## config.mk

```make
export PLATFORM = sky130hd
export DESIGN_NAME = coefficient_symbolizer
export DESIGN_NICKNAME = d
export VERILOG_FILES = /design/src/rtl/coefficient_symbolizer.sv
export SDC_FILE = /design/constraint.sdc
export NUM_CORES = 1
export LEC_CHECK = 0
export CORE_MARGIN = 2
export CORE_UTILIZATION = 45
export DETAILED_ROUTE_END_ITERATION = 6
export PLACE_DENSITY = 0.65
export SETUP_SLACK_MARGIN = 0.3
export SLEW_MARGIN = 30
export SYNTH_ARGS = -nofsm -noshare
export SYNTH_HDL_FRONTEND = slang
export SYNTH_SLANG_ARGS = --single-unit
```

## constraint.sdc

```tcl
create_clock -name clk -period 4.05 [get_ports clk]
set_clock_uncertainty 0.05 [all_clocks]
set_input_delay 1.215 -clock clk [delete_from_list [all_inputs] [get_ports clk]]
set_output_delay 1.215 -clock clk [all_outputs]
set_load 0.03 [all_outputs]
```

## src/rtl/coefficient_symbolizer.sv

```systemverilog
// JPEG run/size symbolizer: zigzag coefficients in, R/S/amplitude symbols (ZRL, EOB) out.
// Optional DC_DPCM_EN: DC symbol encodes the difference from the previous block's DC.
module coefficient_symbolizer #(
  parameter int COEF_W = 8
) (
  input  logic                     clk,
  input  logic                     rst,
  input  logic signed [COEF_W-1:0] coef_in,
  input  logic                     coef_valid,
  output logic                     coef_ready,
  output logic [3:0]               sym_r,
  output logic [3:0]               sym_s,
  output logic [COEF_W-1:0]        sym_amp,
  output logic                     sym_dc,
  output logic                     sym_last,
  output logic                     sym_valid,
  input  logic                     sym_ready
);

  typedef enum logic [1:0] {ACCEPT, EMIT_ZRL, EMIT_COEF, EMIT_EOB} state_t;

  typedef struct packed {
    logic [3:0]        r;
    logic [3:0]        s;
    logic [COEF_W-1:0] amp;
    logic              dc;
    logic              last;
  } sym_t;

  typedef struct packed {
    logic [3:0]        s;
    logic [COEF_W-1:0] amp;
  } sa_t;

  localparam logic signed [COEF_W:0] SAT = {1'b0, {COEF_W{1'b1}}};
  localparam logic signed [COEF_W:0] ONE = {{COEF_W{1'b0}}, 1'b1};
  localparam sym_t ZRL_SYM = '{r: 4'd15, s: 4'd0, amp: '0, dc: 1'b0, last: 1'b0};
  localparam sym_t EOB_SYM = '{r: 4'd0,  s: 4'd0, amp: '0, dc: 1'b0, last: 1'b1};

  // Size category and one's-complement amplitude; sizes above COEF_W clamp to full scale.
  function automatic sa_t encode(input logic signed [COEF_W:0] v_in);
    logic signed [COEF_W:0] v;
    logic signed [COEF_W:0] vm1;
    logic [COEF_W:0]        mag;
    int                     s;
    sa_t                    res;
    v   = v_in;
    mag = v[COEF_W] ? -v : v;
    s   = 0;
    for (int i = 0; i <= COEF_W; i++) if (mag[i]) s = i + 1;
    if (s > COEF_W) begin
      v = v[COEF_W] ? -SAT : SAT;
      s = COEF_W;
    end
    vm1     = v - ONE;
    res.amp = '0;
    for (int i = 0; i < COEF_W; i++) if (i < s) res.amp[i] = (v > 0) ? v[i] : vm1[i];
    res.s = 4'(s);
    return res;
  endfunction

  state_t            state_q, state_d;
  logic [5:0]        idx_q, idx_d;
  logic [3:0]        run_q, run_d;
  logic [1:0]        zrl_q, zrl_d;
  logic              valid_q, valid_d;
  sym_t              out_q, out_d;
  sym_t              lat_q, lat_d;
  logic signed [COEF_W:0] dc_val, ac_val;
  sa_t               dc_enc, ac_enc;
  sym_t              coef_sym;
  logic              coef_acc, sym_xfer;

`ifdef DC_DPCM_EN
  localparam logic signed [COEF_W:0] DIFF_MAX = {1'b0, {COEF_W{1'b1}}};
  localparam logic signed [COEF_W:0] DIFF_MIN = {1'b1, {COEF_W{1'b0}}};
  logic signed [COEF_W-1:0] prev_dc_q, prev_dc_d;
  logic signed [COEF_W+1:0] diff_wide;

  assign diff_wide = {{2{coef_in[COEF_W-1]}}, coef_in} - {{2{prev_dc_q[COEF_W-1]}}, prev_dc_q};

  always_comb begin
    dc_val = diff_wide[COEF_W:0];
    if (diff_wide[COEF_W+1] != diff_wide[COEF_W])
      dc_val = diff_wide[COEF_W+1] ? DIFF_MIN : DIFF_MAX;
  end
`else
  assign dc_val = {coef_in[COEF_W-1], coef_in};
`endif

  assign ac_val   = {coef_in[COEF_W-1], coef_in};
  assign dc_enc   = encode(dc_val);
  assign ac_enc   = encode(ac_val);
  assign coef_sym = '{r: run_q, s: ac_enc.s, amp: ac_enc.amp, dc: 1'b0, last: (idx_q == 6'd63)};

  assign coef_ready = (state_q == ACCEPT);
  assign coef_acc   = coef_valid && coef_ready;
  assign sym_xfer   = valid_q && sym_ready;

  assign sym_r     = out_q.r;
  assign sym_s     = out_q.s;
  assign sym_amp   = out_q.amp;
  assign sym_dc    = out_q.dc;
  assign sym_last  = out_q.last;
  assign sym_valid = valid_q;

  always_comb begin
    // NOTE: every next value is defaulted first so no branch can leave one unassigned (no latches).
    state_d = state_q;
    idx_d   = idx_q;
    run_d   = run_q;
    zrl_d   = zrl_q;
    valid_d = valid_q;
    out_d   = out_q;
    lat_d   = lat_q;
`ifdef DC_DPCM_EN
    prev_dc_d = prev_dc_q;
`endif
    unique case (state_q)
      ACCEPT: if (coef_acc) begin
        idx_d = idx_q + 6'd1;
        if (idx_q == 6'd0) begin
          out_d   = '{r: 4'd0, s: dc_enc.s, amp: dc_enc.amp, dc: 1'b1, last: 1'b0};
          valid_d = 1'b1;
          state_d = EMIT_COEF;
`ifdef DC_DPCM_EN
          prev_dc_d = coef_in;
`endif
        end else if (coef_in == '0) begin
          if (idx_q == 6'd63) begin
            // Trailing zeros collapse into EOB; any pending ZRLs are dropped.
            out_d   = EOB_SYM;
            valid_d = 1'b1;
            run_d   = '0;
            zrl_d   = '0;
            state_d = EMIT_EOB;
          end else if (run_q == 4'd15) begin
            run_d = '0;
            if (zrl_q != 2'd3) zrl_d = zrl_q + 2'd1;
          end else begin
            run_d = run_q + 4'd1;
          end
        end else begin
          run_d   = '0;
          valid_d = 1'b1;
          if (zrl_q != 2'd0) begin
            lat_d   = coef_sym;
            out_d   = ZRL_SYM;
            state_d = EMIT_ZRL;
          end else begin
            out_d   = coef_sym;
            state_d = EMIT_COEF;
          end
        end
      end
      EMIT_ZRL: if (sym_xfer) begin
        zrl_d = zrl_q - 2'd1;
        if (zrl_q == 2'd1) begin
          out_d   = lat_q;
          state_d = EMIT_COEF;
        end
      end
      EMIT_COEF: if (sym_xfer) begin
        valid_d = 1'b0;
        state_d = ACCEPT;
        if (out_q.last) begin
          idx_d = '0;
          run_d = '0;
          zrl_d = '0;
        end
      end
      EMIT_EOB: if (sym_xfer) begin
        valid_d = 1'b0;
        state_d = ACCEPT;
        idx_d   = '0;
        run_d   = '0;
        zrl_d   = '0;
      end
      default: state_d = ACCEPT;
    endcase
  end

  // NOTE: sequential state uses non-blocking assignments only; blocking ones stay in the comb block.
  always_ff @(posedge clk or posedge rst) begin
    if (rst) begin
      state_q <= ACCEPT;
      idx_q   <= '0;
      run_q   <= '0;
      zrl_q   <= '0;
      valid_q <= 1'b0;
      out_q   <= '0;
      lat_q   <= '0;
`ifdef DC_DPCM_EN
      prev_dc_q <= '0;
`endif
    end else begin
      state_q <= state_d;
      idx_q   <= idx_d;
      run_q   <= run_d;
      zrl_q   <= zrl_d;
      valid_q <= valid_d;
      out_q   <= out_d;
      lat_q   <= lat_d;
`ifdef DC_DPCM_EN
      prev_dc_q <= prev_dc_d;
`endif
    end
  end

endmodule

```

==> results of run 1 <==
## synthesized netlist by cell type, types with 2 or more instances
| cell | instances | area share, % |
|---|---|---|
| or3_1 | 4 | 0.79 |
| and3_1 | 8 | 1.6 |
| a21boi_0 | 2 | 0.47 |
| a211oi_1 | 2 | 0.47 |
| nor2_1 | 30 | 3.6 |
| ha_1 | 8 | 3.2 |
| dfrtp_1 | 50 | 39 |
| o21ai_1 | 3 | 0.47 |
| a21o_1 | 3 | 0.71 |
| nand3_1 | 17 | 2.7 |
| o41ai_2 | 2 | 1.0 |
| buf_1 | 2 | 0.24 |
| a32oi_1 | 2 | 0.55 |
| nand4_1 | 4 | 0.79 |
| a21oi_1 | 18 | 2.8 |
| inv_1 | 16 | 1.9 |
| a31oi_1 | 11 | 2.2 |
| and2_1 | 2 | 0.39 |
| nand3b_1 | 2 | 0.47 |
| mux2_2 | 9 | 3.2 |
| clkbuf_1 | 6 | 0.71 |
| or4_1 | 2 | 0.47 |
| o211ai_1 | 3 | 0.71 |
| o21ai_0 | 40 | 6.3 |
| nand2_1 | 47 | 5.6 |
| nand2b_1 | 8 | 1.6 |
| nor3_1 | 8 | 1.3 |
| o31ai_1 | 10 | 2.4 |
| buf_6 | 5 | 1.8 |
| o21a_1 | 3 | 0.71 |
| xnor2_1 | 4 | 1.1 |
| nor3_2 | 3 | 0.95 |
| buf_2 | 8 | 1.3 |
## cell type report
class | instances | area (um2)
inverter | 16 | 60.1
timing repair buffer | 43 | 400
multi-input combinational | 279 | 1730
clock buffer | 6 | 82.6
fill | 650 | 3130
tap | 96 | 120
sequential | 50 | 1250
clock inverter | 2 | 17.5
## critical path: cells and delay by family
| family | cells | cell delay [ps] |
|---|---|---|
| buffers and inverters | 2 | 690 |
| AOI/OAI and AO/OA | 2 | 650 |
| and+or+nand+nor | 3 | 360 |
| adders and majority gates | 1 | 350 |
| muxes | 1 | 340 |
## per-stage QoR
stage	instances	hold WS, ps	setup WS, ps	total power [uW]
after global routing	492	469	414	2080
after global placement	484	402	348	1630
after CTS	492	429	587	1950
after detailed placement	484	407	277	1640
after floorplan	367	392	866	1320
final	492	422	587	1940
## routing by layer
layer  up-vias  part of all wire [%]
met1      1308                    47
li1       1376                     -
met3        10                   2.9
met4         0                   1.8
met2        64                    48
met5         -                     0
## registers in the layout, indices dropped and copies added (netlist names)
name and flops:
lat_q 17, state_q 2, sym_r 4, sym_s 4, sym_valid 1, sym_amp 8
sym_dc 1, sym_last 1, run_q 4, idx_q 6, zrl_q 2
## power groups by stage
stage / Sequential, uW / Clock [uW] / Combinational [uW]
finish: 760 / 314 / 865
global placement: 767 / 0 / 860
floorplan: 886 / 0 / 437
global route: 781 / 343 / 952
CTS: 759 / 324 / 872
detailed placement: 770 / 0 / 869
## cell families after synthesis
family / Yosys count / synth area share [%]
simple gates: 146 / 23.6
compound gates: 111 / 23.1
flops: 50 / 39.5
buf+inv: 38 / 6.12
mux: 9 / 3.20
fa+ha+maj: 8 / 3.16
xor+xnor: 5 / 1.38
## worst paths after layout
check                           depth (start not counted)  slack (ps)         end  startpoint
worst max register to register                          7        1600  sym_amp[4]    idx_q[0]
worst min register to register                          2         420  sym_amp[7]  sym_amp[7]
worst min-delay path                                    2         420  sym_amp[7]  sym_amp[7]
worst max-delay path                                    9         590    lat_q[6]  coef_in[0]
min in group asynchronous                               2        1220  state_q[1]         rst
max in group asynchronous                               3        2000    run_q[0]         rst
==> impl_metrics.csv, run 1 <==
group,metric,value,unit
outcome,outcome,"finished clean",
yosys,ys_ff_latch,50,
power_and_ir_drop,leakagePower,0.00155,uW
global_route,grt_busiest_layer,"met2",
worst_setup_path,slowest_stage,"clkdlybuf4s50_1",
route,wire_per_inst,14.9,um
clock_network,ctsHoldBuffers,0,
final_layout,final_area,0.00366,mm2
place,numPortBuffers,31,
power_and_ir_drop,p_sw_share,41.4,%
route,drcViolationCount,0,
global_route,grt_use_met3,2.26,%
route,viasPerCell,5.61,
route,drtAntennaViolNets,0,
final_layout,drive_gt1_share,11.9,%
sta,rsz0062_at_grt,"false",
floorplanning,dieHeight,87.9,um
sta,final.period_utilization,85.5,%
yosys,avgSynthCellArea,8.64,um2
power_and_ir_drop,p_int,1140,uW
worst_setup_path,critical_path_required,4200,ps
clock_network,root_buffer,"clkbuf_8",
final_layout,post-route-util,53.9,%
floorplanning,num_io_pins,32,
yosys,synth_warnings,0,
sta,period_minus_slack,3460,ps
final_layout,layout_common_cells,"dfrtp_1, nand2_1, o21ai_0",
global_route,use_met2,33.8,%
sta,max_clock_freq,289,MHz
place,dp_hpwl,5420,um
final_layout,syn_to_final_growth,15.6,%
power_and_ir_drop,share_comb_of_total_power,44.6,%
power_and_ir_drop,power_switching,804,uW
clock_network,post_cts_resized,0,
floorplanning,initial_core_util,46.6,%
yosys,synth_edf_count,0,
worst_setup_path,max_stage_delay,590,ps
power_and_ir_drop,ir_worst_vdd,259,uV
place,place_area,0.00356,mm2
sta,finalHoldViolations,0,
route,drtIter0Drc,131,
yosys,syn-cell-area,0.00317,mm2
clock_network,cts_tree,"built",
final_layout,n_antenna_cell,0,
worst_setup_path,critPathMaxFanout,12,
sta,finalMaxSlewViolations,0,
power_and_ir_drop,seqPwrFrac,39.2,%
worst_setup_path,crit_chain,"clkdlybuf4s50_1 > inv_1 > ha_1 > nand2b_1 > mux2_2 > o311a_1 > nor2_2 > nor2_1 > o41ai_2",
global_route,grt_pass1_vias,2532,
worst_setup_path,worst_setup_path_start_kind,"primary input",
floorplanning,dieArea,0.00773,mm2
global_route,grt_use_total,20.4,%
worst_setup_path,crit_type,"primary input to flop",
yosys,ys_types,58,
yosys,ys.flop_type,"dfrtp_1",
sta,finalSetupTns,0,ps
final_layout,final_nets,415,
yosys,syn_nets,387,
floorplanning,die_w,87.9,um
clock_network,cts_inserted_buffers,5,
clock_network,clk_pin_slew,90,ps
floorplanning,core-area,0.00679,mm2
worst_setup_path,cp.arrival,3620,ps
sta,setup_viol,0,
clock_network,cts_setup_buffers,0,
global_route,grt_pass1_wl,12400,um
clock_network,clk_path_buf_depth,2,
global_route,grt_max_degree,27,
yosys,yosysSeqAreaShare,39.5,%
yosys,async_flop_share,100,%
final_layout,layout_commonest_cell,"dfrtp_1",
route,num_vias,2758,
flow_run,drv_cap,0,
global_route,grtUsageMet1,27.9,%
floorplanning,row_count,30,
route,dr.pass1.iters,4,
hold_path,hp-class,"flop to flop",
global_route,overflow,0,
sta,tightest_slew,671,ps
yosys,synth_cells,367,
global_route,antenna_found_initial,0,
place,place_congestion,0.906,
worst_setup_path,endpoint_kind,"flop",
clock_network,insertion_delay,300,ps
power_and_ir_drop,powerDensity,529,mW/mm2
route,routed_wl,7330,um
clock_network,clkSinkCount,50,
clock_network,cts_max_level,2,
power_and_ir_drop,p_clk_share,16.2,%
sta,slew_headroom,55.3,%
(Power assumes the default switching activity.)
==> inputs of run 2 (changes only) <==
CORE_MARGIN = not set   (was 2)
==> run 2 against run 1 <==
Against the previous run: final cell count increased by 0.20%; first-iteration DRC count increased by 15%; combinational power about the same; wire length increased by 2.3%; critical endpoint is now sym_amp[1].
==> impl_metrics.csv, run 2 (synthesized netlist as in run 1, its figures left out) <==
group,metric,value,unit
place,place_congestion,0.862,
worst_setup_path,slowest_stage,"clkdlybuf4s50_1",
worst_setup_path,worst_setup_path_start_kind,"primary input",
clock_network,post_cts_resized,0,
sta,hold_ws,429,ps
worst_setup_path,critPathMaxFanout,12,
clock_network,cts_setup_buffers,0,
worst_setup_path,crit_chain,"clkdlybuf4s50_1 > inv_1 > ha_1 > nand2b_1 > mux2_2 > o311a_1 > nor3_4 > nand2_1 > a41o_1",
route,routed_wl,7490,um
sta,period_minus_slack,3520,ps
hold_path,hp-class,"flop to flop",
clock_network,clk_pin_slew,90,ps
final_layout,drive_gt1_share,12.1,%
final_layout,syn_to_final_growth,16.2,%
clock_network,ctsHoldBuffers,0,
floorplanning,dieArea,0.00738,mm2
outcome,outcome,"finished clean",
route,drcViolationCount,0,
final_layout,n_antenna_cell,0,
global_route,grt_pass1_wl,13000,um
final_layout,regMostFlops,"lat_q",
clock_network,cts_max_level,2,
place,numPortBuffers,31,
global_route,grt_use_total,22.0,%
worst_setup_path,max_stage_delay,600,ps
final_layout,layout_common_cells,"dfrtp_1, nand2_1, o21ai_0",
clock_network,cts_tree,"built",
power_and_ir_drop,powerDensity,540,mW/mm2
global_route,antenna_found_initial,0,
floorplanning,core-area,0.00679,mm2
hold_path,hold_depth,2,
power_and_ir_drop,ir_worst_vdd,268,uV
sta,tightest_slew,685,ps
worst_setup_path,crit_family,"buffers and inverters",
sta,slew_headroom,54.3,%
final_layout,fill_cells,634,
worst_setup_path,cp.arrival,3660,ps
floorplanning,initial_core_util,46.6,%
worst_setup_path,endpoint_kind,"flop",
route,viasPerCell,5.72,
final_layout,final_nets,416,
route,drtAntennaViolNets,0,
final_layout,multi_input_area,0.00173,mm2
floorplanning,die_w,85.9,um
floorplanning,num_io_pins,32,
worst_setup_path,r2r-end,"sym_amp[4]",
flow_run,drv_cap,0,
sta,setup_viol,0,
sta,rsz0062_at_grt,"false",
global_route,grt_pass1_vias,2715,
global_route,grt_max_degree,27,
hold_path,holdPathEnd,"sym_dc",
floorplanning,row_count,30,
route,drtIter0Drc,151,
power_and_ir_drop,leakagePower,0.00156,uW
clock_network,clkSinkCount,50,
hold_path,holdCritStartpoint,"sym_dc",
floorplanning,dieHeight,85.9,um
sta,final.period_utilization,86.8,%
worst_setup_path,crit_start,"coef_in[0]",
global_route,overflow,0,
sta,finalMaxSlewViolations,0,
clock_network,root_buffer,"clkbuf_8",
sta,finalSetupTns,0,ps
clock_network,insertion_delay,310,ps
sta,max_clock_freq,284,MHz
worst_setup_path,critPathBufInv,2,
worst_setup_path,worst_r2r_path_depth,7,
worst_setup_path,critical_path_required,4200,ps
worst_setup_path,r2r_start,"idx_q[0]",
route,wire_per_inst,15.2,um
route,dr.pass1.iters,4,
final_layout,layout_commonest_cell,"dfrtp_1",
worst_setup_path,crit_type,"primary input to flop",
worst_setup_path,rrSetupSlack,1590,ps
sta,finalHoldViolations,0,
route,num_vias,2818,
final_layout,seqCellArea,0.00125,mm2
place,dp_hpwl,5540,um
clock_network,cts_inserted_buffers,5,
clock_network,clk_path_buf_depth,2,
final_layout,largest_register_ffs,17,
## run 2: how the worst max path moves through the flow
stage            endpoint  slack (ps)  depth (start not counted)
2_1_floorplan  sym_amp[1]         870                         10
3_3_place_gp   sym_amp[4]         360                          8
3_5_place_dp     lat_q[6]         240                          9
4_1_cts          lat_q[6]         560                          9
5_1_grt        sym_amp[6]         330                          9
6_report       sym_amp[1]         530                          9
## run 2: where the power goes
part / total, uW / internal [uW] / switching (uW)
sequential: 759 / 642 / 117
clock: 363 / 185 / 178
combinational: 866 / 354 / 512
total: 1990 / 1180 / 807
## run 2: per-stage QoR
stage          std cells  area [um2]  util, %  setup slack [ps]  total power [uW]
2_1_floorplan        367        3170        -               866              1320
3_3_place_gp         485        3570     52.5               358              1630
3_5_place_dp         485        3570     52.5               236              1640
4_1_cts              493        3680     54.2               564              2000
5_1_grt              493        3680     54.2               328              2130
6_report             493        3680     54.2               535              1990
## run 2: cell type report
type / count / area share, %
multi-input cells: 279 / 47.0
flip-flops and latches: 50 / 34.0
repair buffers: 44 / 11.1
well taps: 96 / 3.26
clock buffers: 5 / 1.87
inverters: 16 / 1.63
clock inverters: 3 / 1.19
## run 2: worst reg2reg max path: cells and delay by family, from the launching register on
| kind | cells | cell delay [ps] |
|---|---|---|
| flip-flops | 1 | 420 |
| adder cells (fa/ha/maj) | 1 | 210 |
| AND/OR/NAND/NOR | 4 | 1180 |
| AO/OA/AOI/OAI | 2 | 510 |
## run 2: layer usage
layer	track usage [%]	vias up	wire length, um
li1	-	1378	-
met1	28.7	1357	3290
met2	38.0	74	3790
met3	2.98	9	324
met4	6.06	0	89
met5	0	-	0
==> inputs of run 3 (changes only) <==
PLACE_DENSITY = not set   (was 0.65)
PLACE_DENSITY_LB_ADDON = 0.3   (was not set)
TNS_END_PERCENT = 10   (was not set)
==> run 3 against run 2 <==
Against the previous run: first-iteration DRC count fell by 15%; worst setup slack improved by 8.6 ps; final area fell by 0.41%; sequential power rose by 0.5%; register-to-register slack got worse by 100 ps; non-clock buffer count fell by 1; clock power fell by 21%; final cell count fell by 0.20%; highest routed layer unchanged.
==> impl_metrics.csv, run 3 (synthesized netlist as in run 1, its figures left out) <==
group,metric,value,unit
outcome,outcome,"finished clean",
hold_path,holdCritStartpoint,"sym_dc",
sta,finalMaxSlewViolations,0,
worst_setup_path,worst_setup_path_start_kind,"primary input",
final_layout,syn_to_final_growth,15.7,%
route,dr.pass1.iters,4,
route,wire_per_inst,14.9,um
clock_network,clk_pin_slew,90,ps
clock_network,insertion_delay,300,ps
worst_setup_path,cp.arrival,3650,ps
clock_network,cts_inserted_buffers,5,
power_and_ir_drop,leakagePower,0.00155,uW
final_layout,layout_commonest_cell,"dfrtp_1",
route,num_vias,2791,
final_layout,drive_gt1_share,11.9,%
clock_network,cts_max_level,2,
sta,tightest_slew,667,ps
sta,finalHoldViolations,0,
global_route,grt_pass1_vias,2608,
clock_network,clk_path_buf_depth,2,
global_route,grt_pass1_wl,12500,um
route,routed_wl,7320,um
floorplanning,dieArea,0.00738,mm2
floorplanning,initial_core_util,46.6,%
place,numPortBuffers,31,
sta,max_clock_freq,285,MHz
hold_path,hp-class,"flop to flop",
place,place_area,0.00357,mm2
place,place_congestion,0.902,
route,viasPerCell,5.67,
global_route,overflow,0,
sta,slew_headroom,55.5,%
route,drcViolationCount,0,
clock_network,ctsHoldBuffers,0,
worst_setup_path,critical_path_required,4200,ps
hold_path,holdPathEnd,"sym_dc",
floorplanning,row_count,30,
final_layout,regMostFlops,"lat_q",
clock_network,cts_tree,"built",
final_layout,layout_common_cells,"dfrtp_1, nand2_1, o21ai_0",
global_route,grt_use_total,21.1,%
final_layout,largest_register_ffs,17,
clock_network,root_buffer,"clkbuf_8",
power_and_ir_drop,powerDensity,523,mW/mm2
worst_setup_path,r2r-end,"sym_amp[4]",
route,drtAntennaViolNets,0,
floorplanning,num_io_pins,32,
final_layout,final_nets,415,
worst_setup_path,r2r_start,"idx_q[0]",
worst_setup_path,rrSetupSlack,1490,ps
final_layout,final_area,0.00367,mm2
final_layout,n_antenna_cell,0,
sta,finalSetupTns,0,ps
sta,setup_viol,0,
global_route,grt_max_degree,32,
floorplanning,core-area,0.00679,mm2
worst_setup_path,endpoint_kind,"flop",
route,drtIter0Drc,129,
flow_run,drv_cap,0,
clock_network,clkSinkCount,50,
global_route,antenna_found_initial,0,
floorplanning,die_w,85.9,um
power_and_ir_drop,ir_worst_vdd,182,uV
place,dp_hpwl,5380,um
worst_setup_path,critPathMaxFanout,12,
worst_setup_path,worst_r2r_path_depth,7,
sta,final.period_utilization,86.6,%
worst_setup_path,crit_type,"primary input to flop",
sta,period_minus_slack,3510,ps
clock_network,cts_setup_buffers,0,
sta,rsz0062_at_grt,"false",
hold_path,hold_depth,2,
floorplanning,dieHeight,85.9,um
==> run 3: layer usage <==
metal | wire length, um | vias to the layer above | global-route usage, %
li1 | - | 1379 | -
met1 | 3220 | 1314 | 27.7
met2 | 3650 | 83 | 36.3
met3 | 318 | 15 | 2.31
met4 | 130 | 0 | 7.12
met5 | 0 | - | 0
==> run 3: how the worst max path moves through the flow <==
| stage | startpoint | to | cells past startpoint |
|---|---|---|---|
| 5_1_grt | coef_in[0] | sym_amp[1] | 9 |
| 3_5_place_dp | coef_in[0] | sym_s[2] | 9 |
| 2_1_floorplan | coef_in[1] | sym_amp[1] | 10 |
| 4_1_cts | coef_in[0] | sym_s[2] | 9 |
| 6_report | coef_in[0] | sym_amp[1] | 9 |
| 3_3_place_gp | coef_in[0] | sym_s[2] | 9 |
==> run 3: repair_timing <==
item	4_1_cts	5_1_grt
gates resized for setup	0	1
endpoints found under the hold margin	0	0
endpoints found under the setup margin	0	1
==> run 3: power breakdown <==
group | switching, uW | total [uW] | internal (uW)
Clock | 164 | 287 | 122
Combinational | 510 | 867 | 357
Sequential | 121 | 763 | 642
==> run 3: metrics by stage <==
| step | hold slack [ps] | setup slack, ps | power, uW | cells | utilization (%) |
|---|---|---|---|---|---|
| 2_1_floorplan | 392 | 866 | 1320 | 367 | - |
| 3_5_place_dp | 414 | 235 | 1650 | 484 | 52.6 |
| 4_1_cts | 434 | 569 | 1940 | 492 | 53.9 |
| 6_report | 426 | 543 | 1920 | 492 | 54.0 |
| 3_3_place_gp | 406 | 323 | 1630 | 484 | 52.6 |
| 5_1_grt | 460 | 296 | 2050 | 492 | 54.0 |
==> run 3: critical path: stages <==
cell             delay, ps
clkdlybuf4s50_1        590
inv_1                  110
ha_1                   370
nor4bb_2               350
a31oi_1                160
and3_1                 290
nor3_4                 280
nand2_1                 90
a41o_1                 190
==> run 3: layout make-up <==
class | instances | area (um2)
tap | 96 | 120
clock inverter | 2 | 13.8
fill | 627 | 3130
timing repair buffer | 43 | 413
inverter | 16 | 60.1
sequential | 50 | 1250
clock buffer | 6 | 72.6
multi-input combinational | 279 | 1740
